### config.mk
export PLATFORM = sky130hd
export DESIGN_NAME = keypad_scanner
export DESIGN_NICKNAME = d
export VERILOG_FILES = /design/src/rtl/keypad_scanner.sv
export SDC_FILE = /design/constraint.sdc
export NUM_CORES = 1
export LEC_CHECK = 0
export ABC_AREA = 1
export CAP_MARGIN = 20
export CORE_MARGIN = 5
export CORE_UTILIZATION = 45
export CTS_CLUSTER_DIAMETER = 150
export DETAILED_ROUTE_END_ITERATION = 10
export DONT_BUFFER_PORTS = 1
export GPL_ROUTABILITY_DRIVEN = 0
export SLEW_MARGIN = 20
export SYNTH_ARGS = -nofsm -noshare
export SYNTH_HDL_FRONTEND = slang
export SYNTH_SLANG_ARGS = --single-unit
### constraint.sdc
create_clock -name clk -period 3.57 [get_ports clk]
set_input_delay 0.357 -clock clk [delete_from_list [all_inputs] [get_ports clk]]
set_output_delay 0.357 -clock clk [all_outputs]
set_load 0.01 [all_outputs]
### src/rtl/keypad_scanner.sv
// keypad_scanner: 4x4 row scan, 2-flop column sync, press/release debounce; KEYPAD_AUTO_REPEAT_EN adds held-key repeat.
// Latency: key_press fires DEBOUNCE_CYCLES clocks after a one-hot column is seen at row end; no backpressure.
module keypad_scanner #(
    parameter int SCAN_CYCLES     = 4800,
    parameter int DEBOUNCE_CYCLES = 96000
`ifdef KEYPAD_AUTO_REPEAT_EN
    ,
    parameter int REPEAT_CYCLES   = 480000
`endif
) (
    input  logic       clk,
    input  logic       reset,
    input  logic [3:0] col_in_n,
    output logic [3:0] row_drive_n,
    output logic [3:0] row_keys,
    output logic [3:0] col_keys,
    output logic       key_valid,
    output logic       key_press
);

    localparam int MAX_SD = (SCAN_CYCLES > DEBOUNCE_CYCLES) ? SCAN_CYCLES : DEBOUNCE_CYCLES;
`ifdef KEYPAD_AUTO_REPEAT_EN
    localparam int MAX_CYCLES = (REPEAT_CYCLES > MAX_SD) ? REPEAT_CYCLES : MAX_SD;
`else
    localparam int MAX_CYCLES = MAX_SD;
`endif
    localparam int CW = (MAX_CYCLES > 1) ? $clog2(MAX_CYCLES) : 1;
    localparam logic [CW-1:0] SCAN_LAST = CW'(SCAN_CYCLES - 1);
    localparam logic [CW-1:0] DEB_LAST  = CW'(DEBOUNCE_CYCLES - 1);

    typedef enum logic [1:0] {SCAN, DEBOUNCE, HELD, RELEASE} state_t;

    state_t        state, state_nxt;
    logic [CW-1:0] cnt, cnt_nxt;
    logic [3:0]    cand_col, cand_nxt;
    logic [3:0]    row_nxt, row_rot;
    logic [3:0]    sync1, sync2, col_s;
    logic [3:0]    row_keys_nxt, col_keys_nxt;
    logic          valid_nxt, press_nxt;
    logic          col_onehot, cand_hit, rep_fire;

    assign col_s      = ~sync2;
    assign col_onehot = (col_s != 4'b0000) && ((col_s & (col_s - 4'd1)) == 4'b0000);
    assign cand_hit   = |(col_s & cand_col);
    assign row_rot    = {row_drive_n[2:0], row_drive_n[3]};

    always_ff @(posedge clk or negedge reset) begin
        if (!reset) begin
            sync1 <= 4'b1111;
            sync2 <= 4'b1111;
        end else begin
            sync1 <= col_in_n;
            sync2 <= sync1;
        end
    end

    always_ff @(posedge clk or negedge reset) begin
        if (!reset) begin
            state       <= SCAN;
            cnt         <= '0;
            cand_col    <= 4'b0000;
            row_drive_n <= 4'b1110;
            row_keys    <= 4'b0000;
            col_keys    <= 4'b0000;
            key_valid   <= 1'b0;
            key_press   <= 1'b0;
        end else begin
            state       <= state_nxt;
            cnt         <= cnt_nxt;
            cand_col    <= cand_nxt;
            row_drive_n <= row_nxt;
            row_keys    <= row_keys_nxt;
            col_keys    <= col_keys_nxt;
            key_valid   <= valid_nxt;
            key_press   <= press_nxt;
        end
    end

    always_comb begin
        state_nxt = state;
        cnt_nxt   = cnt + 1'b1;
        cand_nxt  = cand_col;
        row_nxt   = row_drive_n;
        case (state)
            SCAN: begin
                if (cnt == SCAN_LAST) begin
                    cnt_nxt = '0;
                    if (col_onehot) begin
                        state_nxt = DEBOUNCE;
                        cand_nxt  = col_s;
                    end else begin
                        row_nxt = row_rot;
                    end
                end
            end
            DEBOUNCE: begin
                if (col_s != cand_col) begin
                    state_nxt = SCAN;
                    cnt_nxt   = '0;
                    row_nxt   = row_rot;
                end else if (cnt == DEB_LAST) begin
                    state_nxt = HELD;
                    cnt_nxt   = '0;
                end
            end
            HELD: begin
                // Only the accepted column is watched; other keys in the frozen row are ignored.
                cnt_nxt = '0;
                if (!cand_hit) state_nxt = RELEASE;
            end
            RELEASE: begin
                if (cand_hit) begin
                    state_nxt = HELD;
                    cnt_nxt   = '0;
                end else if (cnt == DEB_LAST) begin
                    state_nxt = SCAN;
                    cnt_nxt   = '0;
                    row_nxt   = row_rot;
                end
            end
            default: begin
                state_nxt = SCAN;
                cnt_nxt   = '0;
            end
        endcase
    end

    always_comb begin
        row_keys_nxt = row_keys;
        col_keys_nxt = col_keys;
        valid_nxt    = key_valid;
        press_nxt    = rep_fire;
        if (state == DEBOUNCE && state_nxt == HELD) begin
            row_keys_nxt = ~row_drive_n;
            col_keys_nxt = cand_col;
            valid_nxt    = 1'b1;
            press_nxt    = 1'b1;
        end else if (state == RELEASE && state_nxt == SCAN) begin
            row_keys_nxt = 4'b0000;
            col_keys_nxt = 4'b0000;
            valid_nxt    = 1'b0;
        end
    end

`ifdef KEYPAD_AUTO_REPEAT_EN
    localparam logic [CW-1:0] REP_LAST = CW'(REPEAT_CYCLES - 1);
    logic [CW-1:0] rep_cnt;

    assign rep_fire = (state == HELD) && cand_hit && (rep_cnt == REP_LAST);

    // Held at zero outside HELD, so every HELD entry (including from RELEASE) restarts the interval.
    always_ff @(posedge clk or negedge reset) begin
        if (!reset) begin
            rep_cnt <= '0;
        end else if (state != HELD || rep_fire) begin
            rep_cnt <= '0;
        end else begin
            rep_cnt <= rep_cnt + 1'b1;
        end
    end
`else
    assign rep_fire = 1'b0;
`endif

endmodule

* After elaboration in Yosys (flattened, before gate mapping)
Index checks and enable logic that the tools add are counted.
** Operators by class
- Add/subtract/negate cells :: 2
- Equality and inequality tests :: 12
- Mux-type cells :: 25
- Bitwise logic cells :: 4
- Reductions and logical operators :: 12
** Operators with widths (count)
- $mux W17 :: 4
- $pmux W17 S4 :: 1
- $mux W4 :: 8
- $add A17 B1 Y17 const B :: 1
- $eq A17 B13 Y1 const B :: 1
- $eq A17 B17 Y1 const B :: 1
- $mux W2 :: 7
- $pmux W4 S3 :: 1
- $ne A2 B2 Y1 const B :: 5
- $and A4 B4 Y4 :: 2
- $not A4 Y4 :: 2
- $pmux W2 S4 :: 1
- $eq A2 B2 Y1 const B :: 3
- $reduce_and A6 Y1 :: 1
- $logic_not A2 Y1 :: 2
- $logic_not A4 Y1 :: 1
- $ne A4 B4 Y1 :: 1
- $reduce_bool A4 Y1 :: 1
- $reduce_or A4 Y1 :: 1
- $sub A4 B1 Y4 const B :: 1
- $logic_and A1 B1 Y1 :: 3
- $mux W1 :: 3
- $reduce_and A3 Y1 :: 1
- $reduce_bool A3 Y1 :: 1
- other kinds (2) :: 2
** Storage, ports and cells
- Flip-flop bits (word level) :: 45
- Bits of input ports :: 6
- Output and inout bits :: 14
- Word-level logic and storage cells :: 65

* Depth between registers and ports, before layout
Gate-level depths: netlist (run 1).
- Depth after elaboration :: 12
- Mapped depth :: 10
- Mapped depth without buffers :: 10

* Worst setup path before layout (run 1)
No wires, ideal clock.
- Path kind :: register to register
- Start point :: register sync2[3]
- End point :: register col_keys[0]
- Setup time :: 0.119 ns
- Data arrival time :: 1.636 ns
- Required time :: 3.451 ns
- Slack :: 1.815 ns
- Cell stages (with the launch flop) :: 10
- Path buffers :: 1
- Clock period less this slack :: 1.755 ns
- Cell sequence :: dfstp_2 inv_1 ha_1 nor2_1 nand4_4 nor2_8 inv_2 buf_6 nand3_1 nand2_1
** Between the ends
- Cells in the longest elaborated chain, start to end :: 11
- Elaborated cells on any way between the ends :: 21
- Those cells by class :: add/sub: 1; eq/ne: 2; mux: 7; bitwise: 3; reduce/logical: 8
** RTL lines
- start: declaration :: line 37 : logic [3:0] sync1, sync2, col_s;
- start signal: assignment :: line 53 : sync2 <= sync1;
- $not A4 Y4 (*) :: line 42 : assign col_s = ~sync2;
- net col_s[3] :: line 37
- $sub A4 B1 Y4 :: line 43 : assign col_onehot = (col_s != 4'b0000) && ((col_s & (col_s - 4'd1)) == 4'b0000);
- $and A4 B4 Y4 :: line 43
- $logic_not A4 Y1 :: line 43
- $logic_and A1 B1 Y1 :: line 43
- $mux W2 :: line 88 : if (col_onehot) begin
- $mux W2 :: line 86 : if (cnt == SCAN_LAST) begin
- $pmux W2 S4 (*) :: line 84 : case (state)
- $eq A2 B2 Y1 / $logic_not A2 Y1 (equally long branches) :: line 133, 138
- $logic_and A1 B1 Y1 (on tied branches) :: line 133, 138
- $mux W4 / $reduce_bool A2 Y1 (equally long branches)
- end signal: assignment :: line 73 : col_keys <= col_keys_nxt;
- end: declaration :: line 16 : output logic [3:0] col_keys,
The timed path passes the listed nets; every way through them passes the cells marked *.
A chain may end at the register's enable or synchronous reset.

* Worst setup path after layout (run 1)
- Start point :: register sync2[3]
- End point :: register row_keys[0]
** Between the ends
- Cells in the longest elaborated chain, start to end :: 11
- Elaborated cells on any way between the ends :: 21
- Those cells by class :: add/sub: 1; eq/ne: 2; mux: 7; bitwise: 3; reduce/logical: 8
** RTL lines
- $not A4 Y4 (*) :: line 42
- net col_s[3] :: line 37
- $sub A4 B1 Y4 :: line 43
- $and A4 B4 Y4 :: line 43
- $logic_not A4 Y1 :: line 43
- $logic_and A1 B1 Y1 :: line 43
- $mux W2 :: line 88
- $mux W2 :: line 86
- $pmux W2 S4 (*) :: line 84
- $eq A2 B2 Y1 / $logic_not A2 Y1 (equally long branches) :: line 133, 138
- $logic_and A1 B1 Y1 (on tied branches) :: line 133, 138
- $mux W4 / $reduce_bool A2 Y1 (equally long branches)
- end signal: assignment :: line 72 : row_keys <= row_keys_nxt;
- end: declaration :: line 15 : output logic [3:0] row_keys,
Marks and branches as above.

==> reports/metrics.cfg, run 1 <==
[grt]
grt_pass1_wl_mm = 7.245
grt_use_total_pct = 14.22
grt_overflow = 0
grt_max_degree = 46
grt_pass1_vias = 1590
antenna_found_initial = 0

[synth]
synthMuxAreaShare_pct = 0
yosysMostFrequentCell = nand2_1
syn_avg_cell_area_um2 = 8.903
synth.area.top_cells = dfrtp_1 37%, dfstp_2 13%, nand2_1 9.1%
synth-xor-area-share_pct = 3.039
synth-edff-count = 0
yosysSeqAreaShare_pct = 49.43
synth-simple-area-share_pct = 34.40
syn_area_um2 = 2306
synth_top_family_by_area = simple AND/OR/NAND/NOR gates
synth_warnings = 0
synth_fp_nets = 270
yosysTopAreaCellShare_pct = 36.90
synth_common_cells = 56 x nand2_1, 34 x dfrtp_1, 32 x nor2_1
synthAdderAreaFrac_pct = 2.713
yosysUniqueCellTypes = 36
synth_ff_type = dfrtp_1
yosysTopAreaCell = dfrtp_1
async_reset_ff_share_pct = 100.0
synth-seq-cells = 45
synth_cells = 259
synth-compound-area-share_pct = 3.364

[sta]
hold_ws_ns = 0.05001
rsz0062_at_grt = false
setup_ws_ns = 1.701
fmax_mhz = 535.1
hold_viol = 0
slew_violations = 0
setup_viol = 0
finalCritPeriodShare_pct = 52.35
fin_setup_tns_ns = 0
fin_crit_ns = 1.869
skew_ns = 0.007320
tightestPinTransition_ns = 0.4609
relSlewSlack_pct = 69.28

[clock_network]
cts_tree = built
h-tree-depth = 2
cts_buffers = 5
cts.sinks = 45
clockRootBuffer = clkbuf_8
clock_latency_ns = 0.30
cts.path.max_buffers = 2
post_cts_buffers = 0
clk_pin_slew_worst_paths_ns = 0.09

[critical_path]
cp-start-kind = register
critPathCaptureType = register
critPathArrivalTime_ns = 2.12
path_class = register to register
cp_slowest_cell = dfstp_2
crit_family = simple AND/OR/NAND/NOR gates
worst-path-max-fanout = 14
crit_buf_inv = 2
critPathMaxStageDelay_ns = 0.58
path_cells = inv_1 > ha_1 > nor2_1 > nand4_4 > nor2_8 > inv_2 > or2_0 > nand2_1
cp.required_ns = 3.82

[drt]
drc = 0
vias = 1595
wl_mm = 4.057
drt_first_pass_iters = 4
detail_route.iter0.violations = 70
antenna_left = 0
viasPerCell = 4.775
wl_per_cell_um = 12.15

[die]
die-area_um2 = 6656
core_area_um2 = 5042
die-width_um = 81.59
die_h_um = 81.59
rows = 26
ios = 20
start_util_pct = 45.73

[finish]
register_area_um2 = 1140
n_antenna_cell = 0
fin_nets = 274
stdcell_count = 334
area_growth_pct = 7.162
drive_gt1_share_pct = 21.97
multi_input_area_um2 = 1003
fin_area_um2 = 2471
fillers = 503

[power]
clock_power_share_pct = 36.9
pwr-share-seq_pct = 60.7
sw_frac_of_total_pct = 22.83
power.leakage_nw = 1.205
p_sw_uw = 196.3
powerDensity_nw_per_um2 = 347.9
power_frac_comb_pct = 2.4
internal-power_uw = 663.5
peakVddDrop_mv = 0.1621

[place]
io_buffers = 0
place_ws_ns = 1.689
place_inst = 324
hpwl_mm = 2.928
place_area_um2 = 2344

[flow_run]
maxCapViolCount = 0

[run_status]
status = finished, final reports clean

[worst_hold_path]
hold_path_class = primary input to register

## repair_timing
action,CTS,global route
gates resized for setup,0,0
endpoints found under the hold margin,45,0
setup endpoints to repair,0,0
hold buffers,2,0
## area by class of cell
type                       instances  share of cell area [%]
tap                               70                   3.544
inverter                          30                   4.557
clock buffer                       5                   2.785
clock inverter                     3                  0.8608
timing repair buffer               2                   1.519
multi-input combinational        179                   40.61
sequential                        45                   46.13
## state kept, by name, indices dropped and copies added (netlist names)
register     count
cnt             17
cand_col         4
col_keys         4
row_drive_n      4
row_keys         4
sync1            4
sync2            4
state            2
key_press        1
key_valid        1
## per-layer routing
layer / global-route usage [%] / routed length, um
met5: 0 / 0
met2: 22.88 / 1878
met3: 3.289 / 184
met1: 18.62 / 1940
met4: 5.482 / 54
## worst paths after layout
check	to	start	cells past startpoint	slack, ns
setup / recovery	row_keys[0]	sync2[3]	8	1.70
max in group asynchronous	sync2[2]	reset	2	2.74
hold / removal	sync1[2]	col_in_n[2]	0	0.05
min in group asynchronous	key_valid	reset	2	0.54
setup reg to reg	row_keys[0]	sync2[3]	8	1.70
hold reg to reg	sync2[0]	sync1[0]	0	0.36
## cell families (layout without fill, tap and decap cells)
| kind of cell | after synthesis | count (layout) |
|---|---|---|
| AOI/OAI and AO/OA | 11 | 11 |
| DFF | 45 | 45 |
| xor gates and xnor gates | 8 | 8 |
| buffers and inverters | 35 | 40 |
| and+or+nand+nor | 155 | 155 |
| adders and majority gates | 5 | 5 |
## per-stage QoR
stage	util (%)	total power [mW]
5_1_grt	49.01	0.8999
6_report	49.01	0.8598
3_5_place_dp	46.48	0.5389
4_1_cts	49.01	0.8774
2_1_floorplan	-	0.5371
3_3_place_gp	46.48	0.5386
## placed cells by master, fill, tap and decap left out, types with 2 or more instances in the layout
master    instances
ha_1              5
nand2_1          56
clkbuf_8          5
nand3_1          24
inv_2             7
nor2_2            5
xor2_1            3
o21ai_2           5
nor2_1           32
nand3_2           2
nand4_1           7
dfstp_2          11
dfrtp_1          34
or2_0             4
a21oi_1           3
xnor2_1           5
nand2_2           8
inv_1            22
nand2_4           2
nor3_1            3
nor2_4            2
## power by group through the flow
| stage | sequential, mW | combinational, mW | clock, mW |
|---|---|---|---|
| after global placement | 0.531 | 0.00728 | 0 |
| after CTS | 0.522 | 0.0224 | 0.333 |
| after global routing | 0.523 | 0.0252 | 0.352 |
| after detailed placement | 0.532 | 0.00731 | 0 |
| final | 0.522 | 0.0210 | 0.317 |
| after floorplan | 0.531 | 0.00635 | 0 |
Note: power is estimated with default switching activity, not from simulation.
==> run 2: changes to the inputs <==
==> constraint.sdc (replaced) <==
create_clock -name clk -period 1.6 [get_ports clk]
set_input_delay 0.16 -clock clk [delete_from_list [all_inputs] [get_ports clk]]
set_output_delay 0.16 -clock clk [all_outputs]
set_load 0.01 [all_outputs]
==> run 2 against run 1 <==
  * The flow now finishes with violations (setup timing)
  * Register-to-register slack lost 1.8 ns
  * Cell area grew 17%
  * Global-route usage grew 1.1 points
  * Combinational power grew to 3.6 times the previous value
  * Die area is the same
  * Clock-buffer cell count is the same
  * Wire length grew 9.7%
  * Flip-flop and latch count is the same
  * Largest power group unchanged
==> reports/metrics.cfg, run 2 (synthesis gave the netlist of run 1 again) <==
[critical_path]
cp-start-kind = register
path_cells = inv_2 > ha_4 > nor2_4 > nand4_4 > nor2_8 > inv_6 > or2_0 > nand2_1
critPathMaxStageDelay_ns = 0.54  ; -0.04 ns
critPathCaptureType = register
path_class = register to register
cp_slowest_cell = dfstp_2
critPathArrivalTime_ns = 1.92  ; -0.20 ns
worstReg2RegStart = sync2[2]
critPathLaunch = sync2[2]
r2r_end = row_keys[1]
r2r_slack_ns = -0.07  ; -1.77 ns
worst_r2r_path_depth = 8  ; unchanged
worst-path-max-fanout = 7  ; -7
cp.required_ns = 1.85  ; -1.97 ns

[drt]
vias = 1729  ; +8.4%
detail_route.iter0.violations = 73  ; +4.3%
drc = 0  ; unchanged
wl_per_cell_um = 12.13  ; -0.13%
antenna_left = 0  ; unchanged
wl_mm = 4.452  ; +9.7%
drt_first_pass_iters = 4  ; unchanged
viasPerCell = 4.711  ; -1.3%

[finish]
final_common_cell = nand2_1
drive_gt1_share_pct = 40.40  ; +18 points
area_growth_pct = 25.39
n_antenna_cell = 0  ; unchanged
layout_common_cells = 51 x nand2_1, 34 x dfrtp_1, 27 x buf_4, 21 x nand3_1, 21 x nor2_1
fin_area_um2 = 2892  ; +17%
fin_nets = 307  ; +12%
largest_reg_flops = 17  ; unchanged
top_register = cnt
final_util_pct = 57.34  ; +8.3 points

[sta]
skew_ns = 0.006624  ; -0.0006960 ns
finalCritPeriodShare_pct = 104.3  ; +52 points
rsz0062_at_grt = true
fin_crit_ns = 1.670  ; -0.1994 ns
setup_viol = 20  ; +20
tightestPinTransition_ns = 0.4318  ; -0.02910 ns
slew_violations = 0  ; unchanged
hold_ws_ns = 0.3474  ; +0.2974 ns
relSlewSlack_pct = 70.99  ; +1.7 points
setup_ws_ns = -0.06955  ; -1.771 ns
hold_viol = 0  ; unchanged
fmax_mhz = 599.0  ; +12%

[grt]
grt_pass1_wl_mm = 7.783  ; +7.4%
grt_pass1_vias = 1658  ; +4.3%
antenna_found_initial = 0  ; unchanged
grt_max_degree = 46  ; unchanged
grt_use_total_pct = 15.37  ; +1.1 points
grt_overflow = 0  ; unchanged

[die]
ios = 20  ; unchanged
die-area_um2 = 6656  ; unchanged
core_area_um2 = 5042  ; unchanged
start_util_pct = 45.73  ; unchanged
die-width_um = 81.59  ; unchanged
rows = 26  ; unchanged
die_h_um = 81.59  ; unchanged

[run_status]
status = complete, but fails checks
violations = setup timing

[flow_run]
maxCapViolCount = 0  ; unchanged

[clock_network]
post_cts_buffers = 0  ; unchanged
cts.sinks = 45  ; unchanged
clk_pin_slew_worst_paths_ns = 0.09  ; about the same
h-tree-depth = 2  ; unchanged
clockRootBuffer = clkbuf_8
cts.path.max_buffers = 2  ; unchanged
cts_tree = built
cts_buffers = 5  ; unchanged
clock_latency_ns = 0.30  ; about the same

[power]
power.total_mw = 1.973  ; +130%
pwr-share-seq_pct = 58.8  ; -1.9 points
power_frac_comb_pct = 3.8  ; +1.4 points
peakVddDrop_mv = 0.4109  ; +150%
powerDensity_nw_per_um2 = 682.4  ; +96%
sw_frac_of_total_pct = 23.70  ; +0.87 points
p_sw_uw = 467.6  ; +140%
clock_power_share_pct = 37.4  ; +0.5 points
power.leakage_nw = 1.382  ; +15%
internal-power_mw = 1.506  ; +130%

[place]
place_area_um2 = 2599  ; +11%
place_ws_ns = -0.08158  ; -1.770 ns
hpwl_mm = 3.280  ; +12%
io_buffers = 0  ; unchanged

[worst_hold_path]
hold_path_class = primary input to async pin

[run 2: how the worst max path moves through the flow]
stage	to	slack [ns]	depth (start not counted)
4_1_cts	cnt[9]	-0.05	9
3_3_place_gp	row_keys[2]	-0.05	8
6_report	row_keys[1]	-0.07	8
2_1_floorplan	cnt[0]	-0.03	10
3_5_place_dp	cnt[16]	-0.08	9
5_1_grt	row_keys[1]	-0.16	9
[run 2: timing repair]
item                                   4_1_cts  5_1_grt
setup endpoints to repair                   26       36
hold buffers                                 6        0
gates resized for setup                     14       20
pin swaps                                   12       15
endpoints found under the hold margin       49        0
cloned                                       1        0
[run 2: per-stage QoR]
| step | instances | TNS (ns) |
|---|---|---|
| CTS | 367 | -0.3269 |
| finish | 367 | -0.4660 |
| floorplan | 259 | -0.4273 |
| detailed placement | 352 | -0.7782 |
| global route | 367 | -3.283 |
| global placement | 352 | -0.5517 |
[run 2: layer usage]
metal  GRT usage (%)  share of wire [%]  vias up
met2           22.72                 45       29
met4           4.983                1.6        0
met3           3.947                4.8        6
met1           21.98                 49      802
met5               0                  0        -
li1                -                  -      892
[run 2: cell type report]
cell class,count,area (um^2)
Clock inverter,3,25.02
Timing Repair inverter,1,8.758
Inverter,30,125.1
Tap cell,70,87.58
Timing Repair Buffer,34,291.5
Sequential cell,45,1140
Multi-Input combinational cell,179,1145
Clock buffer,5,68.82
Fill cell,442,2151
[run 2: worst max-delay path, delay by kind of cell (launching register included)]
family        cells  cell delay, ns
simple gates      5            0.77
buf+inv           2            0.09
flops             1            0.54
fa+ha+maj         1            0.21
[run 2: power groups by stage]
stage	Sequential (mW)	Clock, mW	Combinational (mW)
after floorplan	1.18	0	0.0212
after global placement	1.18	0	0.0364
after detailed placement	1.18	0	0.0368
after CTS	1.16	0.763	0.0779
after global routing	1.16	0.802	0.0863
final	1.16	0.738	0.0755
==> run 3: changes to the inputs <==
--- a/config.mk
+++ b/config.mk
@@ -7,12 +7,12 @@
 export LEC_CHECK = 0
 export ABC_AREA = 1
 export CAP_MARGIN = 20
-export CORE_MARGIN = 5
 export CORE_UTILIZATION = 45
 export CTS_CLUSTER_DIAMETER = 150
 export DETAILED_ROUTE_END_ITERATION = 10
 export DONT_BUFFER_PORTS = 1
 export GPL_ROUTABILITY_DRIVEN = 0
+export RECOVER_POWER = 25
 export SLEW_MARGIN = 20
 export SYNTH_ARGS = -nofsm -noshare
 export SYNTH_HDL_FRONTEND = slang
==> run 3 against run 2 <==
  * The run still ends with setup timing left
  * Power grew 0.14%
  * Wire length grew 7.8%
  * Sequential power is essentially flat
  * Register-to-register slack gained 0.04 ns
  * Combinational power shrank 5.7%
  * Largest cell class unchanged
==> reports/metrics.cfg, run 3 (synthesis gave the netlist of run 1 again) <==
[run_status]
status = complete, but fails checks
violations = setup timing

[drt]
detail_route.iter0.violations = 75  ; +2.7%
drt_first_pass_iters = 4  ; unchanged
wl_per_cell_um = 12.87  ; +6.1%
viasPerCell = 4.724  ; +0.27%
wl_mm = 4.801  ; +7.8%
drc = 0  ; unchanged
antenna_left = 0  ; unchanged
vias = 1762  ; +1.9%

[power]
peakVddDrop_mv = 0.4934  ; +20%
internal-power_mw = 1.532  ; +1.8%
power.total_mw = 1.976  ; +0.14%
power_frac_comb_pct = 3.6  ; -0.2 points
sw_frac_of_total_pct = 22.45  ; -1.2 points
powerDensity_nw_per_um2 = 649.9  ; -4.8%
power.leakage_nw = 1.451  ; +5.0%
pwr-share-seq_pct = 58.7  ; about the same
p_sw_uw = 443.6  ; -5.1%
clock_power_share_pct = 37.7  ; +0.3 points

[grt]
grt_pass1_vias = 1733  ; +4.5%
grt_overflow = 0  ; unchanged
antenna_found_initial = 0  ; unchanged
grt_max_degree = 46  ; unchanged
grt_pass1_wl_mm = 8.155  ; +4.8%
grt_use_total_pct = 19.95  ; +4.6 points

[place]
hpwl_mm = 3.303  ; +0.70%
place_ws_ns = -0.1256  ; -0.04398 ns
io_buffers = 0  ; unchanged
place_inst = 351  ; -0.28%

[critical_path]
cp-start-kind = register
worst-path-max-fanout = 8  ; +1
critPathLaunch = sync2[3]
r2r_slack_ns = -0.03  ; +0.04 ns
cp.required_ns = 1.83  ; -0.02 ns
worstReg2RegStart = sync2[3]
path_class = register to register
critPathArrivalTime_ns = 1.86  ; -0.06 ns
critPathCaptureType = register

[die]
rows = 25  ; -3.8%
start_util_pct = 47.87  ; +2.1 points
core_area_um2 = 4817  ; -4.5%
die_h_um = 73.59  ; -9.8%
die-width_um = 73.59  ; -9.8%
ios = 20  ; unchanged
die-area_um2 = 5415  ; -19%

[sta]
setup_ws_ns = -0.03052  ; +0.03903 ns
hold_viol = 0  ; unchanged
skew_ns = 0.007821  ; +0.001197 ns
rsz0062_at_grt = true
tightestPinTransition_ns = 1.091  ; +0.6590 ns
fmax_mhz = 613.3  ; +2.4%
fin_setup_tns_ns = -0.2501  ; +0.2158 ns
setup_viol = 21  ; +5.0%
relSlewSlack_pct = 27.28  ; -44 points
fin_crit_ns = 1.631  ; -0.03903 ns
finalCritPeriodShare_pct = 101.9  ; -2.4 points
slew_violations = 0  ; unchanged

[finish]
top_register = cnt
final_util_pct = 63.12  ; +5.8 points
layout_common_cells = 49 x nand2_1, 31 x dfrtp_1, 27 x buf_4, 21 x nor2_1, 19 x nand3_1
largest_reg_flops = 17  ; unchanged
n_antenna_cell = 0  ; unchanged
register_area_um2 = 1144  ; +0.33%
fin_nets = 316  ; +2.9%
multi_input_area_um2 = 1217  ; +6.3%
area_growth_pct = 31.85
fillers = 415  ; -6.1%
stdcell_count = 373  ; +1.6%
final_common_cell = nand2_1
drive_gt1_share_pct = 46.08  ; +5.7 points

[clock_network]
h-tree-depth = 2  ; unchanged
clockRootBuffer = clkbuf_8
cts.path.max_buffers = 2  ; unchanged
cts_tree = built
cts_buffers = 5  ; unchanged
clock_latency_ns = 0.30  ; about the same
clk_pin_slew_worst_paths_ns = 0.09  ; about the same
cts.sinks = 45  ; unchanged

[worst_hold_path]
hold_path_class = register to register
hold_path_startpoint = sync1[1]

[flow_run]
maxCapViolCount = 0  ; unchanged

## run 3: cell count changes in the layout (fill, tap and decap cells not counted), moves of 2 or more
cell	before	now
nor2_4	4	6
inv_2	10	13
dfrtp_1	34	31
inv_1	17	14
nand2_1	51	49
dfrtp_2	0	3
inv_6	4	0
buf_6	1	9
nand3_1	21	19
inv_4	0	2
nor2_2	14	12
## run 3: path summary, 6_finish.rpt
path,to,depth (start not counted)
worst max-delay path,cnt[16],9
worst min-delay path,sync2[1],0
worst max register to register,cnt[16],9
worst min register to register,sync2[1],0
max in group asynchronous,cnt[5],2
min in group asynchronous,cnt[15],2
## run 3: final cells by class
type	instances	share of cell area [%]
Clock inverter	2	0.4527
Timing Repair Buffer	42	11.81
Timing Repair inverter	2	0.4115
Clock buffer	6	2.716
Multi-Input combinational cell	179	40.04
Sequential cell	45	37.61
Inverter	30	4.198
Tap cell	67	2.757
## run 3: timing repair
| item | in CTS | in global routing |
|---|---|---|
| hold endpoints to repair | 49 | 0 |
| setup buffers | 3 | 3 |
| resized for setup | 25 | 35 |
| hold buffers | 6 | 0 |
| gates cloned | 1 | 1 |
| pin swaps | 18 | 14 |
| setup endpoints to repair | 33 | 36 |
## run 3: critical path, stage by stage (launching register included)
cell	delay, ns
dfstp_2	0.55
inv_2	0.04
ha_4	0.21
nor2_4	0.11
nand4_4	0.14
o21ai_2	0.10
nand2_2	0.10
nand2_8	0.15
inv_8	0.06
a21oi_2	0.10
## run 3: metal layers
layer  track usage, %  vias to the layer above  wire (um)
met1            28.40                      816       2399
met3            4.390                        6        139
met2            30.48                       27       2203
met5                0                        -          0
met4            5.769                        0         59
li1                 -                      913          -
## run 3: power by group through the flow
stage               clock network (mW)  registers, mW  logic [mW]
finish                           0.745           1.16      0.0712
global route                     0.815           1.16      0.0822
CTS                              0.775           1.16      0.0808
detailed placement                   0           1.18      0.0364
global placement                     0           1.18      0.0363
floorplan                            0           1.18      0.0212
## run 3: metrics by stage
stage	hold WS (ns)	instance area (um^2)
after floorplan	-0.1356	2351
after global placement	-0.1343	2610
after detailed placement	-0.1342	2610
after CTS	0.3610	2925
after global routing	0.3618	3040
final	0.3598	3040
